**config.mk**
```make
export PLATFORM = sky130hd
export DESIGN_NAME = lcd_pixel_stream_arbiter
export DESIGN_NICKNAME = d
export VERILOG_FILES = /design/src/rtl/lcd_pixel_arb_pkg.sv /design/src/rtl/lcd_st_pipe_reg.sv /design/src/rtl/lcd_pixel_stream_arbiter.sv
export SDC_FILE = /design/constraint.sdc
export NUM_CORES = 1
export LEC_CHECK = 0
export ABC_AREA = 1
export CAP_MARGIN = 0
export CORE_ASPECT_RATIO = 0.75
export CORE_MARGIN = 2
export CORE_UTILIZATION = 37
export CTS_CLUSTER_DIAMETER = 30
export DETAILED_ROUTE_END_ITERATION = 8
export GPL_TIMING_DRIVEN = 0
export MAX_ROUTING_LAYER = met4
export PLACE_DENSITY = 0.81
export RECOVER_POWER = 25
export SLEW_MARGIN = 30
export SYNTH_ARGS = -nofsm -noshare
export SYNTH_HDL_FRONTEND = slang
export SYNTH_SLANG_ARGS = --single-unit
```
**constraint.sdc**
```tcl
create_clock -name clk -period 1.9 [get_ports clk]
set_clock_uncertainty 0.1 [all_clocks]
set_input_delay 0.285 -clock clk [delete_from_list [all_inputs] [get_ports clk]]
set_output_delay 0.285 -clock clk [all_outputs]
set_load 0.01 [all_outputs]
```
**src/rtl/lcd_pixel_arb_pkg.sv**
```systemverilog
// Shared types and defaults for the two-source LCD pixel stream arbiter.
package lcd_pixel_arb_pkg;

   localparam int DATA_W  = 64;
   localparam int EMPTY_W = 3;
   localparam int CNT_W   = 16;

   typedef enum logic [1:0] {
      IDLE   = 2'd0,
      GRANT0 = 2'd1,
      GRANT1 = 2'd2
   } arb_state_t;

   localparam logic [1:0] GNT_NONE = 2'b00;
   localparam logic [1:0] GNT_0    = 2'b01;
   localparam logic [1:0] GNT_1    = 2'b10;

endpackage

```
**src/rtl/lcd_st_pipe_reg.sv**
```systemverilog
// Single-stage Avalon-ST register slice: holds a beat stable until the sink takes it,
// and accepts a new beat in the same cycle the held one drains.
module lcd_st_pipe_reg #(
   parameter int DATA_W  = lcd_pixel_arb_pkg::DATA_W,
   parameter int EMPTY_W = lcd_pixel_arb_pkg::EMPTY_W
) (
   input  logic               clk,
   input  logic               reset_n,
   input  logic               in_valid,
   output logic               in_ready,
   input  logic [DATA_W-1:0]  in_data,
   input  logic [EMPTY_W-1:0] in_empty,
   input  logic               in_sop,
   input  logic               in_eop,
   output logic               out_valid,
   input  logic               out_ready,
   output logic [DATA_W-1:0]  out_data,
   output logic [EMPTY_W-1:0] out_empty,
   output logic               out_sop,
   output logic               out_eop
);

   assign in_ready = !out_valid || out_ready;

   always_ff @(posedge clk or negedge reset_n) begin
      if (!reset_n) begin
         out_valid <= 1'b0;
         out_data  <= '0;
         out_empty <= '0;
         out_sop   <= 1'b0;
         out_eop   <= 1'b0;
      end else if (in_valid && in_ready) begin
         out_valid <= 1'b1;
         out_data  <= in_data;
         out_empty <= in_empty;
         out_sop   <= in_sop;
         out_eop   <= in_eop;
      end else if (out_ready) begin
         out_valid <= 1'b0;
      end
   end

endmodule

```
**src/rtl/lcd_pixel_stream_arbiter.sv**
```systemverilog
// Packet-level round-robin arbiter feeding the LCD pixel FIFO from two Avalon-ST sources.
// Define LCD_PIXEL_ARB_STATS_EN to build the per-source completed-packet counters.
module lcd_pixel_stream_arbiter #(
   parameter int DATA_W  = lcd_pixel_arb_pkg::DATA_W,
   parameter int EMPTY_W = lcd_pixel_arb_pkg::EMPTY_W,
   parameter int CNT_W   = lcd_pixel_arb_pkg::CNT_W
) (
   input  logic               clk,
   input  logic               reset_n,
   input  logic               enable,
   input  logic [DATA_W-1:0]  in0_data,
   input  logic [EMPTY_W-1:0] in0_empty,
   input  logic               in0_sop,
   input  logic               in0_eop,
   input  logic               in0_valid,
   output logic               in0_ready,
   input  logic [DATA_W-1:0]  in1_data,
   input  logic [EMPTY_W-1:0] in1_empty,
   input  logic               in1_sop,
   input  logic               in1_eop,
   input  logic               in1_valid,
   output logic               in1_ready,
   output logic [DATA_W-1:0]  out_data,
   output logic [EMPTY_W-1:0] out_empty,
   output logic               out_sop,
   output logic               out_eop,
   output logic               out_valid,
   input  logic               out_ready,
   output logic [1:0]         grant,
   output logic               drop_pulse,
   output logic [CNT_W-1:0]   pkt_cnt0,
   output logic [CNT_W-1:0]   pkt_cnt1
);

   import lcd_pixel_arb_pkg::*;

   arb_state_t         state;
   logic               rr_last;
   logic               sel_valid;
   logic [DATA_W-1:0]  sel_data;
   logic [EMPTY_W-1:0] sel_empty;
   logic               sel_sop;
   logic               sel_eop;
   logic               pipe_ready;
   logic               acc_eop;
   logic               req0;
   logic               req1;
   logic               orphan0;
   logic               orphan1;

   always_comb begin
      sel_valid = 1'b0;
      sel_data  = in0_data;
      sel_empty = in0_empty;
      sel_sop   = in0_sop;
      sel_eop   = in0_eop;
      case (state)
         GRANT0: sel_valid = in0_valid;
         GRANT1: begin
            sel_valid = in1_valid;
            sel_data  = in1_data;
            sel_empty = in1_empty;
            sel_sop   = in1_sop;
            sel_eop   = in1_eop;
         end
         default: sel_valid = 1'b0;
      endcase
   end

   // In IDLE a sop beat waits for its grant; anything else is a stray tail beat and is flushed.
   assign orphan0 = (state == IDLE) && in0_valid && !in0_sop;
   assign orphan1 = (state == IDLE) && in1_valid && !in1_sop;
   assign req0    = enable && in0_valid && in0_sop;
   assign req1    = enable && in1_valid && in1_sop;

   assign in0_ready = (state == GRANT0) ? pipe_ready : orphan0;
   assign in1_ready = (state == GRANT1) ? pipe_ready : orphan1;
   assign acc_eop   = sel_valid && pipe_ready && sel_eop;

   always_ff @(posedge clk or negedge reset_n) begin
      if (!reset_n) begin
         state      <= IDLE;
         grant      <= GNT_NONE;
         rr_last    <= 1'b1;
         drop_pulse <= 1'b0;
      end else begin
         drop_pulse <= orphan0 || orphan1;
         case (state)
            IDLE: begin
               if (req0 && (!req1 || rr_last)) begin
                  state <= GRANT0;
                  grant <= GNT_0;
               end else if (req1) begin
                  state <= GRANT1;
                  grant <= GNT_1;
               end
            end
            GRANT0: begin
               if (acc_eop) begin
                  state   <= IDLE;
                  grant   <= GNT_NONE;
                  rr_last <= 1'b0;
               end
            end
            GRANT1: begin
               if (acc_eop) begin
                  state   <= IDLE;
                  grant   <= GNT_NONE;
                  rr_last <= 1'b1;
               end
            end
            default: begin
               state <= IDLE;
               grant <= GNT_NONE;
            end
         endcase
      end
   end

   lcd_st_pipe_reg #(
      .DATA_W  (DATA_W),
      .EMPTY_W (EMPTY_W)
   ) u_out_reg (
      .clk       (clk),
      .reset_n   (reset_n),
      .in_valid  (sel_valid),
      .in_ready  (pipe_ready),
      .in_data   (sel_data),
      .in_empty  (sel_empty),
      .in_sop    (sel_sop),
      .in_eop    (sel_eop),
      .out_valid (out_valid),
      .out_ready (out_ready),
      .out_data  (out_data),
      .out_empty (out_empty),
      .out_sop   (out_sop),
      .out_eop   (out_eop)
   );

`ifdef LCD_PIXEL_ARB_STATS_EN
   logic [CNT_W-1:0] cnt0;
   logic [CNT_W-1:0] cnt1;

   always_ff @(posedge clk or negedge reset_n) begin
      if (!reset_n) begin
         cnt0 <= '0;
         cnt1 <= '0;
      end else if (acc_eop) begin
         if (state == GRANT0) cnt0 <= cnt0 + 1'b1;
         if (state == GRANT1) cnt1 <= cnt1 + 1'b1;
      end
   end

   assign pkt_cnt0 = cnt0;
   assign pkt_cnt1 = cnt1;
`else
   assign pkt_cnt0 = '0;
   assign pkt_cnt1 = '0;
`endif

endmodule

```
==> out/qor.csv <==
stage,metric,value,unit
route,DRC,0,
layout,number of diodes,0,
place,Area after DPL,6530,µm²
clock_tree,Clock Latency Late Sink,0.33,ns
clock_tree,CTS tree,yes,
route,DR vias/cell,4.77,
global_routing,GRT overflow,0,
die,initial cell density of the core,0.375,
synthesis,synth warn,0,
die,die area,11800,µm²
pwr,part of the power in the clock network,0.199,
clock_tree,Max clock buf depth,2,
flow_run,max-capacitance violation count,0,
critical_path,critical path's slowest cell,dfrtp_1,
layout,"commonest non-fill, non-tap cell in the layout",clkdlybuf4s50_1,
sta,crit path time final,1.91,ns
route,DRC marker count from the first detailed-route iteration,169,
critical_path,Worst R2R Path Depth,10,
critical_path,critical path endpoint category,flip-flop,
sta,fin. max-slew vios,0,
global_routing,antenna violations before repair,0,
critical_path,CP Cell Sequence,inv_2 -> ha_2 -> buf_6 -> buf_6 -> nand2_4 -> nand2_4 -> nand3_4 -> clkbuf_16 -> clkbuf_16 -> o31ai_2,
pwr,combinational fraction of design power,0.531,
route,Vias,4209,
global_routing,first-pass GRT wire length,20300,µm
global_routing,Overall Global Routing Usage,0.223,
global_routing,number of global-route vias before repair,4105,
pwr,Int Power,6.45,mW
sta,slew margin rel.,0.420,
synthesis,cells after synthesis,459,
pwr,Flop pwr share,0.270,
route,wire length per cell,15.7,µm
die,Rows,33,
layout,area occupied by multi-input gates,2150,µm²
die,core area,10800,µm²
layout,post-route cell area,7490,µm²
synthesis,mapped cell area,4040,µm²
critical_path,Critical Path Max Stage Delay,0.39,ns
sta,Final Hold Viols,0,
die,Die Width,125,µm
place,Post-DP HPWL,10100,µm
clock_tree,Clock H-tree levels,3,
pwr,Net Sw Frac,0.359,
pwr,worst vdd ir,642,µV
critical_path,FF-to-FF setup slack,-0.006,ns
worst_hold_path,path type of the worst min-delay path,reg2reg,
layout,nets@finish,885,
synthesis,number of unique standard cell types used by synthesis,21,
critical_path,CP Class,reg2reg,
die,IO Pins,251,
sta,Setup Viol. Count Final,1,
layout,Storage cell area,1850,µm²
layout,number of fill cells,817,
clock_tree,CTS Buf Count,9,
outcome,failing checks,setup timing,
synthesis,sequential share of the synthesized area,0.459,
sta,"Worst Setup Slack, final",-0.00584,ns
worst_hold_path,Hold Path Stages,2,
place,routability cong.,0.886,
critical_path,critical path arrival,2.04,ns
pwr,P_sw,3.61,mW
critical_path,top fanout value on the critical path,8,
place,placed cells,849,
critical_path,Critical Path RT,2.03,ns
synthesis,Mean Syn Cell Area,8.80,µm²
clock_tree,clock root cell,clkbuf_16,
sta,RSZ-0062 raised after global routing,true,
clock_tree,clock transition at the registers of the reported paths,0.06,ns
synthesis,number of synthesized register bits,74,
outcome,status,"finished, violations left",
route,DRT Wirelength,13900,µm
critical_path,crit path from,state[0],
worst_hold_path,worst hold start,rr_last,
sta,fmax,0.525,GHz
layout,Non-Filler Instances,883,
global_routing,largest net degree at the start of global routing,42,
route,TritonRoute pass-1 iters,4,
place,PortBufs,218,
layout,most frequent cells in the layout,"215 x clkdlybuf4s50_1, 138 x nor2_1, 73 x dfrtp_1",
sta,Final period util,1.00,
die,die height,94.5,µm
pwr,Power Density,1340,nW/µm²
sta,sum of negative setup slack,-0.00584,ns
layout,post-synthesis to final-layout area growth,85.5,%
route,Post-DRT Antenna Nets,0,
critical_path,R2R Path End,u_out_reg.out_data[7],
worst_hold_path,Hold EP,rr_last,
critical_path,startpoint types,flip-flop,
sta,pin slew with the least headroom to its limit,0.870,ns
layout,post-layout util,0.695,
clock_tree,TritonCTS sink count,74,
critical_path,FF-to-FF Start,state[0],
layout,fraction of layout cells with a size suffix above 1,0.241,
pwr,Static Leak,3.43,nW
critical path: cells and delay by family (launching register included):
family / cells / cell delay [ns]
AOI/OAI and AO/OA: 1 / 0.18
buffers and inverters: 5 / 0.72
DFF: 1 / 0.39
adders and majority gates: 1 / 0.17
and+or+nand+nor: 3 / 0.25
sequential cells by signal (all words and copies together), names as in the netlist:
signal,count
u_out_reg.out_data,64
state,2
u_out_reg.out_sop,1
rr_last,1
u_out_reg.out_eop,1
u_out_reg.out_empty,3
u_out_reg.out_valid,1
drop_pulse,1
per-layer routing:
metal / GRT usage / part of all wire / up-vias
met2: 0.385 / 0.51 / 186
li1: - / - / 2005
met5: - / 0 / -
met4: 0.0581 / 0.011 / 0
met3: 0.0640 / 0.077 / 16
met1: 0.259 / 0.40 / 2002
power groups by stage:
stage	sequential (mW)	clock (mW)	combinational, mW
after floorplan	2.97	0	1.96
after global placement	2.65	0	4.44
after detailed placement	2.69	0	4.55
after CTS	2.67	2.05	4.66
after global routing	2.79	2.12	5.75
final	2.72	2.00	5.34
layout make-up:
| class | count | share of cell area |
|---|---|---|
| inverter | 9 | 0.00484 |
| clock buffer | 12 | 0.0342 |
| sequential | 74 | 0.247 |
| multi-input combinational | 345 | 0.286 |
| tap | 140 | 0.0234 |
| timing repair buffer | 238 | 0.322 |
| buffer | 61 | 0.0693 |
| clock inverter | 4 | 0.0130 |
cell usage after synthesis:
master	number	area, µm²
nor2_1	138	518
nand4_1	1	6.26
inv_2	1	3.75
o31ai_1	18	135
nand2_1	94	353
a21oi_1	1	5.00
o21ai_1	1	5.00
nand3_2	1	10.0
nand3b_1	1	7.51
clkbuf_1	13	48.8
dfrtp_1	73	1830
buf_2	7	35.0
ha_1	3	37.5
buf_6	6	67.6
nand3_1	3	15.0
dfstp_2	1	26.3
o21ai_0	2	10.0
buf_4	36	270
inv_1	8	30.0
conb_1	1	3.75
o31ai_2	50	626
stage by stage:
step,power (mW),hold slack [ns],worst slack [ns]
2_1_floorplan,4.92,-0.111,0.194
3_3_place_gp,7.09,0.365,-2.15
3_5_place_dp,7.24,0.165,-0.465
4_1_cts,9.38,0.366,-0.0325
5_1_grt,10.7,0.408,-0.0687
6_report,10.1,0.379,-0.00584
repair_timing:
item,CTS,global route
hold buffers,1,0
setup endpoints to repair,62,74
buffers inserted,4,10
pin swaps,0,2
gates resized for setup,29,85
gates cloned,0,4
endpoints found under the hold margin,33,0
worst max-delay path by stage:
stage,end,slack (ns),cells past startpoint
floorplan,in1_ready,0.19,5
global placement,u_out_reg.out_data[10],-2.15,1
detailed placement,in1_ready,-0.46,7
CTS,u_out_reg.out_data[21],-0.03,11
global route,u_out_reg.out_data[7],-0.07,10
finish,u_out_reg.out_data[7],-0.006,10
cells by family after synthesis:
group / count (synthesis) / share of synthesized area
simple gates: 238 / 0.225
other cells: 1 / 0.000928
buf+inv: 71 / 0.113
fa+ha+maj: 3 / 0.00929
compound gates: 72 / 0.193
flops: 74 / 0.459
(Power assumes the default switching activity.)
